### src/rtl/instr_pkg.sv
// ============================================================================
// Package : instr_pkg
// Purpose : Shared instruction kinds, RV32I opcodes and loader FSM states.
// Rev     : 1.0
// ============================================================================
`default_nettype none

package instr_pkg;

  typedef enum logic [2:0] {
    KIND_LW  = 3'd0,
    KIND_SW  = 3'd1,
    KIND_R   = 3'd2,
    KIND_B   = 3'd3,
    KIND_I   = 3'd4,
    KIND_JAL = 3'd5
  } kind_e;

  localparam logic [6:0] OP_LOAD   = 7'b0000011;
  localparam logic [6:0] OP_STORE  = 7'b0100011;
  localparam logic [6:0] OP_R      = 7'b0110011;
  localparam logic [6:0] OP_BRANCH = 7'b1100011;
  localparam logic [6:0] OP_IMM    = 7'b0010011;
  localparam logic [6:0] OP_JAL    = 7'b1101111;

  typedef enum logic [1:0] {
    ST_IDLE  = 2'd0,
    ST_WRITE = 2'd1,
    ST_FULL  = 2'd2
  } state_e;

  // Shift-immediate forms (slli/srli/srai) reuse the funct7 layout of R-type.
  function automatic logic is_shift_f3(input logic [2:0] f3);
    return (f3 == 3'b001) || (f3 == 3'b101);
  endfunction

endpackage

`default_nettype wire

### src/rtl/instr_encode_loader_if.sv
// ============================================================================
// Interface : instr_encode_loader_if
// Purpose   : Field-level instruction request channel with valid/ready.
// Rev       : 1.0
// ============================================================================
`default_nettype none

interface instr_encode_loader_if;

  logic        req_valid;
  logic        req_ready;
  logic [2:0]  req_kind;
  logic [4:0]  req_rd;
  logic [4:0]  req_rs1;
  logic [4:0]  req_rs2;
  logic [2:0]  req_funct3;
  logic        req_f7b5;
  logic [31:0] req_imm;

  modport master (
    output req_valid,
    output req_kind,
    output req_rd,
    output req_rs1,
    output req_rs2,
    output req_funct3,
    output req_f7b5,
    output req_imm,
    input  req_ready
  );

  modport slave (
    input  req_valid,
    input  req_kind,
    input  req_rd,
    input  req_rs1,
    input  req_rs2,
    input  req_funct3,
    input  req_f7b5,
    input  req_imm,
    output req_ready
  );

endinterface

`default_nettype wire

### src/rtl/instr_encode_loader_packer.sv
// ============================================================================
// Module  : instr_packer
// Purpose : Combinational packing of request fields into an RV32I word.
// Rev     : 1.0
// ============================================================================
`default_nettype none

module instr_packer
  import instr_pkg::*;
(
  input  logic [2:0]  i_kind,
  input  logic [4:0]  i_rd,
  input  logic [4:0]  i_rs1,
  input  logic [4:0]  i_rs2,
  input  logic [2:0]  i_funct3,
  input  logic        i_f7b5,
  input  logic [31:0] i_imm,
  output logic [31:0] o_word,
  output logic        o_illegal
);

  logic w_shift;
  logic w_unused_imm;

  assign w_shift      = is_shift_f3(i_funct3);
  // Immediate bits beyond the widest (JAL) field are silently dropped.
  assign w_unused_imm = &{1'b0, i_imm[31:21]};

  always_comb begin
    o_word    = '0;
    o_illegal = 1'b0;
    case (i_kind)
      KIND_LW: begin
        o_word = {i_imm[11:0], i_rs1, i_funct3, i_rd, OP_LOAD};
      end
      KIND_SW: begin
        o_word = {i_imm[11:5], i_rs2, i_rs1, i_funct3, i_imm[4:0], OP_STORE};
      end
      KIND_R: begin
        o_word = {1'b0, i_f7b5, 5'b00000, i_rs2, i_rs1, i_funct3, i_rd, OP_R};
      end
      KIND_I: begin
        if (w_shift) begin
          o_word = {1'b0, i_f7b5, 5'b00000, i_imm[4:0], i_rs1, i_funct3, i_rd, OP_IMM};
        end else begin
          o_word = {i_imm[11:0], i_rs1, i_funct3, i_rd, OP_IMM};
        end
      end
      KIND_B: begin
        o_word    = {i_imm[12], i_imm[10:5], i_rs2, i_rs1, i_funct3,
                     i_imm[4:1], i_imm[11], OP_BRANCH};
        o_illegal = i_imm[0];
      end
      KIND_JAL: begin
        o_word    = {i_imm[20], i_imm[10:1], i_imm[11], i_imm[19:12], i_rd, OP_JAL};
        o_illegal = i_imm[0];
      end
      default: begin
        o_illegal = 1'b1;
      end
    endcase
  end

endmodule

`default_nettype wire

### src/rtl/instr_encode_loader.sv
// ============================================================================
// Module  : instr_encode_loader
// Purpose : Encodes requests and writes them to consecutive imem words.
// Rev     : 1.0
// ============================================================================
`default_nettype none

module instr_encode_loader
  import instr_pkg::*;
#(
  parameter int DEPTH = 256,
  parameter int AW    = $clog2(DEPTH)
) (
  input  logic                  clk,
  input  logic                  rst_n,
  input  logic                  clear,
  instr_encode_loader_if.slave  req,
  output logic                  imem_we,
  output logic [AW-1:0]         imem_addr,
  output logic [31:0]           imem_wdata,
  output logic [AW:0]           word_count,
  output logic                  full,
  output logic                  err
);

  localparam logic [AW:0] c_depth = (AW + 1)'(DEPTH);

  state_e        r_state;
  state_e        w_state_nxt;
  logic [AW-1:0] r_ptr;
  logic [AW-1:0] w_ptr_nxt;
  logic [AW:0]   r_count;
  logic [AW:0]   w_count_nxt;
  logic [AW:0]   w_count_inc;
  logic [31:0]   r_wdata;
  logic [31:0]   w_wdata_nxt;
  logic [31:0]   w_word;
  logic          r_err;
  logic          w_err_nxt;
  logic          w_illegal;
  logic          w_fire;

  instr_packer u_packer (
    .i_kind    (req.req_kind),
    .i_rd      (req.req_rd),
    .i_rs1     (req.req_rs1),
    .i_rs2     (req.req_rs2),
    .i_funct3  (req.req_funct3),
    .i_f7b5    (req.req_f7b5),
    .i_imm     (req.req_imm),
    .o_word    (w_word),
    .o_illegal (w_illegal)
  );

  // rst_n gating keeps ready low while reset is held, not just after it.
  assign req.req_ready = rst_n && (r_state == ST_IDLE);
  assign w_fire        = req.req_valid && req.req_ready;
  assign w_count_inc   = r_count + 1'b1;

  assign imem_we    = (r_state == ST_WRITE) && !clear;
  assign imem_addr  = r_ptr;
  assign imem_wdata = r_wdata;
  assign word_count = r_count;
  assign full       = (r_state == ST_FULL);
  assign err        = r_err;

  always_comb begin
    w_state_nxt = r_state;
    w_ptr_nxt   = r_ptr;
    w_count_nxt = r_count;
    w_wdata_nxt = r_wdata;
    w_err_nxt   = 1'b0;
    if (clear) begin
      w_state_nxt = ST_IDLE;
      w_ptr_nxt   = '0;
      w_count_nxt = '0;
    end else begin
      case (r_state)
        ST_IDLE: begin
          if (w_fire) begin
            if (w_illegal) begin
              w_err_nxt = 1'b1;
            end else begin
              w_wdata_nxt = w_word;
              w_state_nxt = ST_WRITE;
            end
          end
        end
        ST_WRITE: begin
          w_ptr_nxt   = r_ptr + 1'b1;
          w_count_nxt = w_count_inc;
          w_state_nxt = (w_count_inc == c_depth) ? ST_FULL : ST_IDLE;
        end
        ST_FULL: begin
          w_state_nxt = ST_FULL;
        end
        default: begin
          w_state_nxt = ST_IDLE;
        end
      endcase
    end
  end

  always_ff @(posedge clk or negedge rst_n) begin
    if (!rst_n) begin
      r_state <= ST_IDLE;
      r_ptr   <= '0;
      r_count <= '0;
      r_wdata <= '0;
      r_err   <= 1'b0;
    end else begin
      r_state <= w_state_nxt;
      r_ptr   <= w_ptr_nxt;
      r_count <= w_count_nxt;
      r_wdata <= w_wdata_nxt;
      r_err   <= w_err_nxt;
    end
  end

endmodule

`default_nettype wire

### src/flat_wrapper.sv
// flat-port wrapper written by rule: the top's interface ports become plain ports
module instr_encode_loader_flat import instr_pkg::*;
#(
  parameter int DEPTH = 256,
  parameter int AW    = $clog2(DEPTH)
)
  (clk, rst_n, clear, imem_we, imem_addr, imem_wdata, word_count, full, err, req_req_valid, req_req_kind, req_req_rd, req_req_rs1, req_req_rs2, req_req_funct3, req_req_f7b5, req_req_imm, req_req_ready);
  instr_encode_loader_if req_i ();
  input  logic clk;
  input  logic rst_n;
  input  logic clear;
  output logic imem_we;
  output logic [AW-1:0] imem_addr;
  output logic [31:0] imem_wdata;
  output logic [AW:0] word_count;
  output logic full;
  output logic err;
  input wire logic [$bits(req_i.req_valid)-1:0] req_req_valid;
  input wire logic [$bits(req_i.req_kind)-1:0] req_req_kind;
  input wire logic [$bits(req_i.req_rd)-1:0] req_req_rd;
  input wire logic [$bits(req_i.req_rs1)-1:0] req_req_rs1;
  input wire logic [$bits(req_i.req_rs2)-1:0] req_req_rs2;
  input wire logic [$bits(req_i.req_funct3)-1:0] req_req_funct3;
  input wire logic [$bits(req_i.req_f7b5)-1:0] req_req_f7b5;
  input wire logic [$bits(req_i.req_imm)-1:0] req_req_imm;
  output wire logic [$bits(req_i.req_ready)-1:0] req_req_ready;
  assign req_i.req_valid = req_req_valid;
  assign req_i.req_kind = req_req_kind;
  assign req_i.req_rd = req_req_rd;
  assign req_i.req_rs1 = req_req_rs1;
  assign req_i.req_rs2 = req_req_rs2;
  assign req_i.req_funct3 = req_req_funct3;
  assign req_i.req_f7b5 = req_req_f7b5;
  assign req_i.req_imm = req_req_imm;
  assign req_req_ready = req_i.req_ready;
  instr_encode_loader #(.DEPTH(DEPTH), .AW(AW)) u_core (.clk(clk), .rst_n(rst_n), .clear(clear), .req(req_i), .imem_we(imem_we), .imem_addr(imem_addr), .imem_wdata(imem_wdata), .word_count(word_count), .full(full), .err(err));
endmodule
### config.mk
export PLATFORM = sky130hd
export DESIGN_NAME = instr_encode_loader_flat
export DESIGN_NICKNAME = d
export VERILOG_FILES = /design/src/rtl/instr_pkg.sv /design/src/rtl/instr_encode_loader_if.sv /design/src/rtl/instr_encode_loader_packer.sv /design/src/rtl/instr_encode_loader.sv /design/src/flat_wrapper.sv
export SDC_FILE = /design/constraint.sdc
export NUM_CORES = 1
export LEC_CHECK = 0
export CORE_UTILIZATION = 42
export CTS_CLUSTER_SIZE = 28
export DETAILED_ROUTE_END_ITERATION = 10
export DONT_BUFFER_PORTS = 1
export PLACE_DENSITY = 0.66
export SLEW_MARGIN = 20
export SYNTH_ARGS = -nofsm -noshare
export SYNTH_HDL_FRONTEND = slang
export SYNTH_SLANG_ARGS = --single-unit
### constraint.sdc
create_clock -name clk -period 1.8 [get_ports clk]
set_clock_uncertainty 0.1 [all_clocks]
set_input_delay 0.09 -clock clk [delete_from_list [all_inputs] [get_ports clk]]
set_output_delay 0.09 -clock clk [all_outputs]
set_load 0.005 [all_outputs]
Word level (Yosys, flattened, before mapping)
Index checks and enable logic that the tools add are counted.
Operators by class
  $add $sub $neg: 2
  equality and inequality tests: 12
  muxes and demuxes: 16
  bitwise operators: 2
  reduce and logical (&&, ||, !) cells: 12
Operators by type and width (count)
  $pmux 32 s6: 1
  $mux 32: 1
  $mux 9: 2
  $mux 8: 2
  $add 9x1->9 const B: 1
  $eq 3x3->1 const B: 3
  $eq 9x9->1 const B: 1
  $add 8x1->8 const B: 1
  $mux 2: 4
  $eq 3x1->1 const B: 2
  $eq 3x2->1 const B: 2
  $pmux 2 s3: 1
  $mux 1: 4
  $reduce_and 4->1: 1
  $reduce_or 4->1: 1
  $logic_and 1x1->1: 3
  $logic_not 3->1: 1
  $ne 3x2->1 const B: 1
  $ne 3x3->1 const B: 1
  $eq 2x1->1 const B: 1
  $eq 2x2->1 const B: 1
  $logic_not 2->1: 1
  $not 1->1: 2
  $pmux 1 s2: 1
  5 further kinds: 5
Word-level totals
  flip-flop bits (word level): 52
  input bits: 58
  output and inout port bits: 53
  logic and storage cells: 49

Longest topological paths before layout
  word-level depth: 7
  gate-level depth with buffers: 6
  depth with buffers taken out: 5

By module
A second synthesis with hierarchy kept.
Unflattened totals
  cell total of the unflattened synthesis: 261
  area total of the unflattened synthesis: 2979.1 µm²
Modules (own cells, without submodules)
  instr_encode_loader: instances 1, cells an instance 180, area an instance 2399.8 µm², seq. area each 1301.2 µm²
  instr_packer: instances 1, cells an instance 81, area an instance 579.3 µm², seq. area each 0.0 µm²

Worst setup path after synthesis
Ideal clock, no wire load.
  path kind: flip-flop to flip-flop
  start point: reg u_core.r_count[2], in the netlist u_core.word_count[2]
  end point: reg u_core.r_state[1]
  setup time: 95 ps
  data arrival time: 1563 ps
  data required time: 1605 ps
  path slack: 42 ps
  stages on the path, launching flop included: 6
  path buffers: 1
  clock period less this slack: 1758 ps
  cells stage by stage: dfrtp_1 -> and4_1 -> buf_6 -> xor2_1 -> or4b_1 -> o31ai_1
Between the ends
  cells in the longest elaborated chain, start to end: 5
RTL lines
  start, declared: RTL line instr_encode_loader.sv:32  | logic [AW:0] r_count;
  start signal, assigned: RTL line instr_encode_loader.sv:114  | r_count <= w_count_nxt;
  $add 9x1->9: RTL line instr_encode_loader.sv:58  | assign w_count_inc = r_count + 1'b1;
  $eq 9x9->1: RTL line instr_encode_loader.sv:92  | w_state_nxt = (w_count_inc == c_depth) ? ST_FULL : ST_IDLE;
  $mux 2: RTL line instr_encode_loader.sv:92
  $pmux 2 s3: RTL line instr_encode_loader.sv:78  | case (r_state)
  $mux 2: RTL line instr_encode_loader.sv:73  | if (clear) begin
  end signal, assigned: RTL line instr_encode_loader.sv:112  | r_state <= w_state_nxt;
  end, declared: RTL line instr_encode_loader.sv:28  | state_e r_state;
No other way between the ends.
A chain may end at the register's enable or synchronous reset.

Worst setup path in the final report
Ends and elaborated chain as after synthesis.

==> results_dict.tcl <==
set metrics [dict create \
    status "finished clean" \
    vias_per_cell 5.46 \
    row_count 27 \
    die_x_um 78.2 \
    grt_max_degree 52 \
    netlist_top_cells_area "dfrtp_1 51%, nand2_1 6.6%, a22oi_1 4.9%" \
    clock_tree.root_cell "clkbuf_8" \
    hold_depth 4 \
    cp_num_buf_inv 0 \
    drive_gt1_frac 0.0871 \
    clockBufferDepth 2 \
    switching_share 0.267 \
    critPathKind "reg2reg" \
    tightestPinTransition_ps 698 \
    place_congestion 0.757 \
    fmax_mhz 578 \
    fp.dieH_um 78.2 \
    first_global_vias 2195 \
    synth_area_leader_cell "dfrtp_1" \
    yosysWarningCount 0 \
    slew_headroom 0.533 \
    p_leak_nw 1.42 \
    yosysSeqAreaShare 0.513 \
    num_io_pins 111 \
    gr-total-overflow 0 \
    rsz0062_at_grt "false" \
    clock_latency_ps 300 \
    fin_crit_sh 0.961 \
    cp_top_family "simple AND/OR/NAND/NOR gates" \
    synth_most_common_cell "dfrtp_1" \
    syn_nets 318 \
    synth_cells 258 \
    cts_sinks 50 \
    worst_r2r_endpoint "u_core.r_state[1]" \
    cp.required_ps 1920 \
    hp-start "clear" \
    antenna_cells 0 \
    grt_util_all_layers 0.223 \
    syn2layout_area_growth_pct 29.6 \
    vdd_drop_max_uv 438 \
    hold_path_class "in2reg" \
    ant_nets 0 \
    synthTopCellsByCount "50 x dfrtp_1, 43 x nand2_1, 19 x nor2_1" \
    end_kind "register" \
    synth_area_sq_mm 0.00244 \
    clk_pin_slew_ps 90 \
    critPathMaxFanout 6 \
    ys_types 43 \
    core-area_sq_mm 0.00554 \
    p_comb_frac 0.139 \
    dpl.hpwl_mm 3.90 \
    cts_buffers 5 \
    r2r.worst_path.cells 4 \
    firstDrtPassIters 4 \
    wl_per_cell_um 16.8 \
    wirelength_mm 6.40 \
    path_cells "and4_1 > xor2_1 > or4b_1 > o31ai_2" \
    p_seq_frac 0.541 \
    fillers 484 \
    internal_power_mw 1.85 \
    r2r_start "u_core.word_count[2]" \
    portBuffers 0 \
    clkPwrFrac 0.320 \
    startpoint_type "register" \
    p_total_mw 2.52 \
    hold_viol_final 0 \
    reg2reg_slack_ps 70 \
    htree_levels 2 \
    vias 2087 \
    cap_viol_max_count 0 \
    cts_tree "done" \
    synth-seq-cells 50 \
    synthFlopType "dfrtp_1" \
    p_switching_uw 674 \
    maxSlewViolCount 0 \
    cpMaxStageDelayCell "or4b_1" \
    drtIter0Drc 112 \
    dieArea_sq_mm 0.00612 \
    synth_area_per_cell_sq_um 9.45 \
    synth_edf_count 0 \
    route.detailed.drc 0 \
    arrival_ps 1850 \
    min_period_ps 1730 \
    cellPowerDensity_mw_per_mm2 797 \
    antenna_found_initial 0 \
    tns_ps 0 \
    nets 369 \
    start_util 0.440 \
    setup_viol 0 \
    grt_pass1_wl_mm 10.7 \
    slowest_delay_ps 500 \
    synthArstFlopShare 1.00 \
    hold_end "u_core.r_state[0]" \
    synth_top_area_frac 0.513 \
]
-- worst reg2reg max path: stages (launching register included) --
cell and delay, ps:
dfrtp_1 390, and4_1 270, xor2_1 160, or4b_1 500, o31ai_2 240
-- repair_timing --
| action | in CTS | in global routing |
|---|---|---|
| setup endpoints to repair | 0 | 2 |
| buffers inserted | 0 | 0 |
| resized for setup | 0 | 2 |
| hold buffers | 48 | 0 |
| endpoints found under the hold margin | 97 | 0 |
-- routing by layer --
layer / share of wire / routed length (um) / GRT usage
met1: 0.40 / 2590 / 0.257
met2: 0.50 / 3200 / 0.384
met3: 0.083 / 530 / 0.0849
met4: 0.014 / 89 / 0.0648
met5: 0 / 0 / 0
-- cells by family after synthesis --
group           share of synthesized area
compound gates                      0.166
xor+xnor                           0.0575
fa+ha+maj                          0.0103
buf+inv                            0.0400
flops                               0.513
mux                                0.0128
simple gates                        0.200
-- stage by stage --
stage / std cells / worst slack [ps] / hold WS [ps] / instance area [sq um] / utilization
after floorplan: 258 / 42.0 / -306 / 2440 / -
after global placement: 326 / 144 / -305 / 2540 / 0.458
after detailed placement: 326 / 114 / -304 / 2540 / 0.458
after CTS: 382 / 51.2 / 3.63 / 3150 / 0.569
after global routing: 382 / 5.30 / 4.00 / 3160 / 0.570
final: 382 / 70.5 / 3.84 / 3160 / 0.570
-- power by group through the flow --
stage	sequential (mW)	clock [mW]	combinational (mW)
6_report	1.36	0.806	0.351
5_1_grt	1.38	0.875	0.400
4_1_cts	1.36	0.837	0.345
3_5_place_dp	1.38	0	0.214
3_3_place_gp	1.38	0	0.202
2_1_floorplan	1.35	0	0.188
-- state kept, by name (all words and copies together), names as in the netlist --
name and flops:
u_core.imem_addr 8, u_core.r_state 2, u_core.err 1, u_core.imem_wdata 30
u_core.word_count 9
-- layout make-up --
class	instances	area [sq um]	area share
flip-flops and latches	50	1250	0.396
repair buffers	60	591	0.187
multi-input cells	187	1090	0.347
clock buffers	5	68.8	0.0218
inverters	5	18.8	0.00594
clock inverters	3	45.0	0.0143
well taps	72	90.1	0.0285
-- worst max path at each step --
stage / from / endpoint / depth (start not counted)
detailed placement: u_core.word_count[2] / u_core.r_state[1] / 4
floorplan: u_core.word_count[2] / u_core.r_state[1] / 5
global route: u_core.word_count[2] / u_core.r_state[1] / 4
finish: u_core.word_count[2] / u_core.r_state[1] / 4
CTS: req_req_kind[1] / u_core.imem_wdata[30] / 6
global placement: u_core.word_count[2] / u_core.r_state[1] / 4
-- placed cells by master (no fill, tap or decap), drive strengths merged, types with 3 or more instances in the layout --
| master | Yosys | final |
|---|---|---|
| a21oi | 8 | 8 |
| a22oi | 16 | 16 |
| and2 | 3 | 3 |
| and3 | 3 | 3 |
| buf | 7 | 13 |
| clkbuf | 9 | 5 |
| dfrtp | 50 | 50 |
| dlygate4sd3 | 0 | 46 |
| inv | 5 | 5 |
| nand2 | 43 | 43 |
| nand2b | 4 | 4 |
| nand3 | 5 | 5 |
| nand4 | 6 | 6 |
| nor2 | 19 | 19 |
| nor2b | 8 | 8 |
| o21ai | 30 | 30 |
| xnor2 | 4 | 4 |
| xor2 | 12 | 12 |
No activity file was read; power rests on OpenSTA's default activity.
